### config.mk
export PLATFORM = sky130hd
export DESIGN_NAME = line_window_scanner
export DESIGN_NICKNAME = d
export VERILOG_FILES = /design/src/rtl/line_window_scanner.sv
export SDC_FILE = /design/constraint.sdc
export NUM_CORES = 1
export LEC_CHECK = 0
export BUFFER_PORTS_ARGS = -buffer_cell sky130_fd_sc_hd__buf_2
export CAP_MARGIN = 20
export CORE_MARGIN = 1.5
export CORE_UTILIZATION = 56
export CTS_CLUSTER_SIZE = 8
export DETAILED_ROUTE_END_ITERATION = 8
export PLACE_DENSITY = 0.79
export SLEW_MARGIN = 20
export SYNTH_ARGS = -nofsm -noshare
export SYNTH_HDL_FRONTEND = slang
export SYNTH_SLANG_ARGS = --single-unit
### constraint.sdc
create_clock -name clk -period 4.09 [get_ports clk]
set_input_delay 0.409 -clock clk [delete_from_list [all_inputs] [get_ports clk]]
set_output_delay 0.409 -clock clk [all_outputs]
set_load 0.05 [all_outputs]
### src/rtl/line_window_scanner.sv
// Slides a 6-cell window across one packed board line, one window per clock, and reports
// the best unblocked window (most own stones, no opponent stone) plus the count of threat windows.

module adder_6_bits (
  input  logic [5:0] bits_i,
  output logic [2:0] sum_o
);
  always_comb begin
    sum_o = 3'd0;
    for (int i = 0; i < 6; i++) begin
      sum_o = sum_o + {2'b00, bits_i[i]};
    end
  end
endmodule

module line_window_scanner #(
  parameter int LINE_LEN = 19,
  parameter int POS_W    = 5
) (
  input  logic                clk,
  input  logic                rst,
  input  logic                start,
  input  logic [LINE_LEN-1:0] line_own,
  input  logic [LINE_LEN-1:0] line_opp,
  output logic                busy,
  output logic                done,
  output logic                best_found,
  output logic [2:0]          best_count,
  output logic [POS_W-1:0]    best_pos,
  output logic [POS_W-1:0]    threat_cnt
);

  localparam logic [1:0] IDLE = 2'b00;
  localparam logic [1:0] SCAN = 2'b01;
  localparam logic [1:0] DONE = 2'b10;

  localparam logic [POS_W-1:0] LAST_POS = POS_W'(LINE_LEN - 6);

  logic [1:0]          state_q, state_d;
  logic [LINE_LEN-1:0] own_q, own_d;
  logic [LINE_LEN-1:0] opp_q, opp_d;
  logic [POS_W-1:0]    pos_q, pos_d;
  logic                w_found_q, w_found_d;
  logic [2:0]          w_count_q, w_count_d;
  logic [POS_W-1:0]    w_pos_q, w_pos_d;
  logic [POS_W-1:0]    w_thr_q, w_thr_d;
  logic                best_found_q, best_found_d;
  logic [2:0]          best_count_q, best_count_d;
  logic [POS_W-1:0]    best_pos_q, best_pos_d;
  logic [POS_W-1:0]    threat_cnt_q, threat_cnt_d;

  logic [2:0] cnt;
  logic       blk;

  // The captured line shifts right one cell per scan cycle, so the current window is always [5:0].
  adder_6_bits u_adder (
    .bits_i (own_q[5:0]),
    .sum_o  (cnt)
  );

  assign blk = |opp_q[5:0];

  always_comb begin
    // NOTE: every next-state signal takes its current value first so no path leaves it unassigned
    // (which would infer a latch).
    state_d      = state_q;
    own_d        = own_q;
    opp_d        = opp_q;
    pos_d        = pos_q;
    w_found_d    = w_found_q;
    w_count_d    = w_count_q;
    w_pos_d      = w_pos_q;
    w_thr_d      = w_thr_q;
    best_found_d = best_found_q;
    best_count_d = best_count_q;
    best_pos_d   = best_pos_q;
    threat_cnt_d = threat_cnt_q;

    case (state_q)
      SCAN: begin
        own_d = own_q >> 1;
        opp_d = opp_q >> 1;
        // Strict compare keeps the lowest start cell on ties.
        if (!blk && (!w_found_q || cnt > w_count_q)) begin
          w_found_d = 1'b1;
          w_count_d = cnt;
          w_pos_d   = pos_q;
        end
        if (!blk && cnt >= 3'd4) begin
          w_thr_d = w_thr_q + POS_W'(1);
        end
        if (pos_q == LAST_POS) begin
          // Results are published on entry to DONE so they are valid in the done cycle itself.
          state_d      = DONE;
          best_found_d = w_found_d;
          best_count_d = w_count_d;
          best_pos_d   = w_pos_d;
          threat_cnt_d = w_thr_d;
        end else begin
          pos_d = pos_q + POS_W'(1);
        end
      end
      DONE: begin
        state_d = IDLE;
      end
      default: begin
        if (start) begin
          own_d     = line_own & ~line_opp;
          opp_d     = line_opp;
          pos_d     = '0;
          w_found_d = 1'b0;
          w_count_d = 3'd0;
          w_pos_d   = '0;
          w_thr_d   = '0;
          state_d   = SCAN;
        end
      end
    endcase
  end

  // NOTE: state uses non-blocking assignments so every register samples the pre-edge values.
  always_ff @(posedge clk) begin
    if (rst) begin
      state_q      <= IDLE;
      pos_q        <= '0;
      w_found_q    <= 1'b0;
      w_count_q    <= 3'd0;
      w_pos_q      <= '0;
      w_thr_q      <= '0;
      best_found_q <= 1'b0;
      best_count_q <= 3'd0;
      best_pos_q   <= '0;
      threat_cnt_q <= '0;
    end else begin
      state_q      <= state_d;
      pos_q        <= pos_d;
      w_found_q    <= w_found_d;
      w_count_q    <= w_count_d;
      w_pos_q      <= w_pos_d;
      w_thr_q      <= w_thr_d;
      best_found_q <= best_found_d;
      best_count_q <= best_count_d;
      best_pos_q   <= best_pos_d;
      threat_cnt_q <= threat_cnt_d;
    end
  end

  // NOTE: the line registers carry no reset; they are always reloaded at capture before being read.
  always_ff @(posedge clk) begin
    own_q <= own_d;
    opp_q <= opp_d;
  end

  assign busy       = (state_q == SCAN) || (state_q == DONE);
  assign done       = (state_q == DONE);
  assign best_found = best_found_q;
  assign best_count = best_count_q;
  assign best_pos   = best_pos_q;
  assign threat_cnt = threat_cnt_q;

endmodule

* Word-level counts from Yosys, hierarchy flattened *
Index checks and enable logic that the tools add are counted.

storage, ports and cells
  flip-flop bits (word level) = 73
  bits of input ports = 41
  output and inout bits = 16
  logic and storage cells = 62

cells by class
  add/sub/neg operators = 7
  magnitude comparators = 2
  eq/ne operators = 5
  mux-type cells = 20
  bitwise logic cells = 3
  reductions and logical operators = 13

operators by type and width
  cell                                                 count
  case mux 19 bit (2 select lines)                     2
  two-way mux 19 bit                                   2
  case mux 5 bit (2 select lines)                      3
  two-way mux 5 bit                                    4
  bitwise AND 19 bit                                   1
  NOT 19 bit                                           1
  adder 3 x 1 -> 3 bit                                 4
  adder 5 x 1 -> 5 bit, second input constant          2
  two-way mux 3 bit                                    2
  case mux 3 bit (2 select lines)                      1
  AND reduction 2 bit                                  3
  OR reduction 6 bit                                   1
  equality test 5 x 4 -> 1 bit, second input constant  1
  two-way mux 2 bit                                    2
  != test 2 bit, second input constant                 2
  case mux 2 bit (2 select lines)                      1
  >= comparator 3 bit, second input constant           1
  > comparator 3 bit                                   1
  AND reduction 3 bit                                  1
  nonzero test 3 bit                                   1
  adder 1 x 1 -> 2 bit                                 1
  equality test 2 x 1 -> 1 bit, second input constant  1
  equality test 2 bit, second input constant           1
  logical AND 1 bit                                    2
  6 further kinds                                      9

* Depth between registers and ports, before layout *
  depth after elaboration = 10
  mapped depth = 12
  gate-level depth less buffers = 11

* Hierarchy *
From an unflattened synthesis, not the netlist that was laid out.

unflattened totals
  cell total of the unflattened synthesis = 309
  area total of the unflattened synthesis = 3408.3 µm²

modules (own cells, without submodules)
  module               instances  cells each  area an instance (µm²)  sequential area each (µm²)
  line_window_scanner  1          297         3305.7                  1841.8
  adder_6_bits         1          12          102.6                   0.0

* Least setup slack after synthesis *
OpenSTA, ideal clock, no wires.

  path type = reg2reg
  start point = register own_q[1]
  end point = register w_count_q[0]
  setup time = 70 ps
  arrival = 3281 ps
  data required time = 4020 ps
  path slack = 738 ps
  stages on the path, launching flop included = 12
  path buffers = 0
  clock period less this slack = 3352 ps
  path through = edfxtp_1 -> ha_1 -> inv_1 -> fa_1 -> fa_1 -> fa_1 -> inv_1 -> ha_1 -> nand4_1 -> o21ai_1 -> or4_1 -> a21oi_1

between the ends
  longest elaborated chain between the ends = 10

RTL lines
  element                                 line  source
  start, declared                         40    logic [LINE_LEN-1:0] own_q, own_d;
  start signal, assigned                  150   own_q <= own_d;
  adder 1 x 1 -> 2 bit (*)                11    sum_o = sum_o + {2'b00, bits_i[i]};
  adder 3 x 1 -> 3 bit (*) (4 in series)  11
  > comparator 3 bit                      84    if (!blk && (!w_found_q || cnt > w_count_q)) begin
  logical OR 1 bit                        84
  logical AND 1 bit                       84
  two-way mux 3 bit (*)                   84
  case mux 3 bit (2 select lines) (*)     79    case (state_q)
  end signal, assigned                    138   w_count_q <= w_count_d;
  end, declared                           44    logic [2:0] w_count_q, w_count_d;

Mark *: on every way between the ends. The rest lies on a longest branch, timed or not.
A chain may end at the register's enable or synchronous reset.

* Worst setup path after layout *
Ends and elaborated chain as after synthesis.

==> metrics.cfg <==
[global_route]
grt_max_degree = 81
grt_pass1_vias = 2737
grt_pass1_wl_mm = 12.4
antenna_found_initial = 0
grt-ovfl-total = 0
track_usage_pct = 22.1

[floorplanning]
die-area_um2 = 6880
die_h_um = 83.0
start_util_pct = 59.1
rows = 28
fp.coreArea_um2 = 6060
die_w_um = 83.0
io_pins = 57

[power]
p_per_area_nw_per_um2 = 391
vdd_drop_max_mv = 0.290
leakagePower_uw = 0.00156

[yosys]
synthArstFlopShare_pct = 0
syn-num-nets = 387
synthDistinctLibCells = 47
synth_seq_area_share_pct = 51.5
synth.avg_cell_area_um2 = 10.7
syn-cell-area_um2 = 3580
synth-main-ff-cell = edfxtp_1
synth_cells = 334
ys_ff_latch = 73
synth_warnings = 0
synth_edf_count = 38

[hold_path]
holdCritPathClass = primary input to register
min_from = line_own[10]
hold_depth = 2
whs_endpoint = own_q[10]

[route]
highest_layer = met4
wl_met2_mm = 3.51
drc = 0
postRouteAntennaNets = 0
wl_mm = 7.34
num_vias = 2806
wirelength_met1_mm = 3.16
routedWlPerCell_um = 15.8
drt_iter0_markers = 272
met3WireLength_um = 478
firstDrtPassIters = 4
vias_per_cell = 6.05

[setup_path]
crit_required_ns = 4.37
path_common_cell = fa_1
end_kind = register
reg2reg_from = own_q[1]
crit_slowest_cell = fa_1
crit_path_max_incr_delay_ns = 0.49
critPathLaunchType = register
worstPathMaxFanout = 15
reg2regPathDepth = 12
arrival_ns = 3.92
crit_chain = ha_1, inv_1, fa_1, fa_1, fa_1, inv_1, ha_1, nor2b_1, o311ai_2, buf_4, or4_1, a21oi_1
path_class = register to register
rr_endpoint = w_count_q[0]
rrSetupSlack_ns = 0.45
crit_start = own_q[1]

[clock_tree]
cts_tree = done
numCtsBuffers = 9
cts_buffer_depth = 2
clock-sinks = 73
cts.repair.resized = 0
ctsHoldBuffers = 0
cts_setup_buffers = 0
clock-root-buffer = clkbuf_8
htreeDepth = 3
clkSlewWorstSetupHoldPaths_ns = 0.08
clk_latency_ns = 0.34

[sta]
finClkSkew_ns = 0.0114
slew_headroom_pct = 47.8
max_freq_mhz = 275
tns_ns = 0
final-setup-viol-count = 0
finalHoldViolations = 0
tightestPinTransition_ns = 0.782
fin_ws_ns = 0.448
maxSlewViolCount = 0
period_minus_slack_ns = 3.64
fin_crit_sh_pct = 89.0
rsz0062_at_grt = false

[placement]
gp_congestion = 0.894
io_buffers = 56
dp.cells = 448
dpl.hpwl_mm = 4.93
dp_slack_ns = 0.478

[cells_and_area]
fill_cells = 499
fin_nets = 437
n_antenna_cell = 0
multiInputGateArea_um2 = 1580
synthToLayoutAreaGrowth_pct = 13.9
drive_gt1_share_pct = 26.7
register_area_um2 = 1840
instances_no_fill = 464

[run]
maxCapViolCount = 0

[status]
run_status = finished, final reports clean

logic make-up after synthesis:
| kind of cell | after synthesis | share of synthesized area, % |
|---|---|---|
| AOI/OAI and AO/OA | 83 | 17.3 |
| xor gates and xnor gates | 5 | 1.22 |
| adders and majority gates | 12 | 4.82 |
| buffers and inverters | 40 | 4.51 |
| DFF | 73 | 51.5 |
| muxes | 19 | 5.98 |
| and+or+nand+nor | 102 | 14.8 |
critical path, delay by kind of cell, from the launching register on:
family	cells	cell delay, ns
adder cells (fa/ha/maj)	5	1.91
AND/OR/NAND/NOR	2	0.70
flip-flops	1	0.40
buffers and inverters	3	0.33
AO/OA/AOI/OAI	2	0.24
layout make-up:
type / count / area share (%)
sequential: 73 / 45.2
tap: 75 / 2.30
multi-input combinational: 221 / 38.7
inverter: 17 / 1.56
clock buffer: 11 / 3.47
timing repair buffer: 62 / 7.98
clock inverter: 5 / 0.798
cell usage in the layout, fill, tap and decap left out, types with 4 or more instances in the layout:
cell,Yosys,final
a22o_1,16,16
nand4_1,9,9
a211oi_1,6,6
ha_1,9,8
buf_2,6,56
a311oi_1,5,5
o21ai_0,10,10
a31oi_1,5,5
inv_1,17,16
o221ai_1,5,5
clkbuf_8,0,10
o211ai_1,9,9
nand3_1,16,16
nand2b_1,4,4
mux2_2,19,19
dfxtp_1,35,35
nand2_1,12,12
edfxtp_1,38,38
a21oi_1,13,13
nor2_1,36,36
xor2_1,5,5
buf_4,1,6
and3_1,7,7
layer usage:
metal | global-route usage [%] | vias to the layer above
li1 | - | 1357
met1 | 27.7 | 1323
met2 | 35.6 | 104
met3 | 5.96 | 22
met4 | 10.5 | 0
met5 | 0 | -
through the flow:
stage          util [%]  hold WS [ns]  cell area, um2  total power (uW)
2_1_floorplan         -         0.453            3580              1030
3_3_place_gp       64.4         0.467            3900              1090
3_5_place_dp       64.4         0.475            3900              1110
4_1_cts            67.3         0.333            4080              1600
5_1_grt            67.3         0.343            4080              1670
6_report           67.3         0.341            4080              1600
cell usage after synthesis, types with 6 or more instances:
cell,instances,area share (%)
nand2_1,12,1.3
nand4_1,9,1.6
edfxtp_1,38,32
clkbuf_1,14,1.5
o21ai_0,10,1.4
buf_2,6,0.84
o211ai_1,9,1.9
ha_1,9,3.1
a22o_1,16,3.9
dfxtp_1,35,20
nand3_1,16,2.2
nor2_1,36,3.8
mux2_2,19,6.0
a21oi_1,13,1.8
and3_1,7,1.2
a211oi_1,6,1.3
inv_1,17,1.8
power by group:
group | total (uW) | switching, uW | internal, uW
Combinational | 246 | 147 | 99.4
Sequential | 851 | 19.9 | 831
Clock | 499 | 264 | 235
Total | 1600 | 431 | 1160
state kept, by name, summed over array words and instances (netlist names):
| signal | flops |
|---|---|
| opp_q | 19 |
| own_q | 19 |
| best_pos | 5 |
| pos_q | 5 |
| threat_cnt | 5 |
| w_pos_q | 5 |
| w_thr_q | 5 |
| best_count | 3 |
| w_count_q | 3 |
| state_q | 2 |
| best_found | 1 |
| w_found_q | 1 |
worst max-delay path by stage:
stage	end	slack, ns	cells past startpoint
detailed placement	w_count_q[0]	0.48	12
global route	best_pos[4]	0.25	11
floorplan	w_count_q[0]	0.74	11
finish	w_count_q[0]	0.45	12
global placement	w_count_q[0]	0.58	12
CTS	w_count_q[0]	0.44	12
Power figures use the tool's default switching activity.
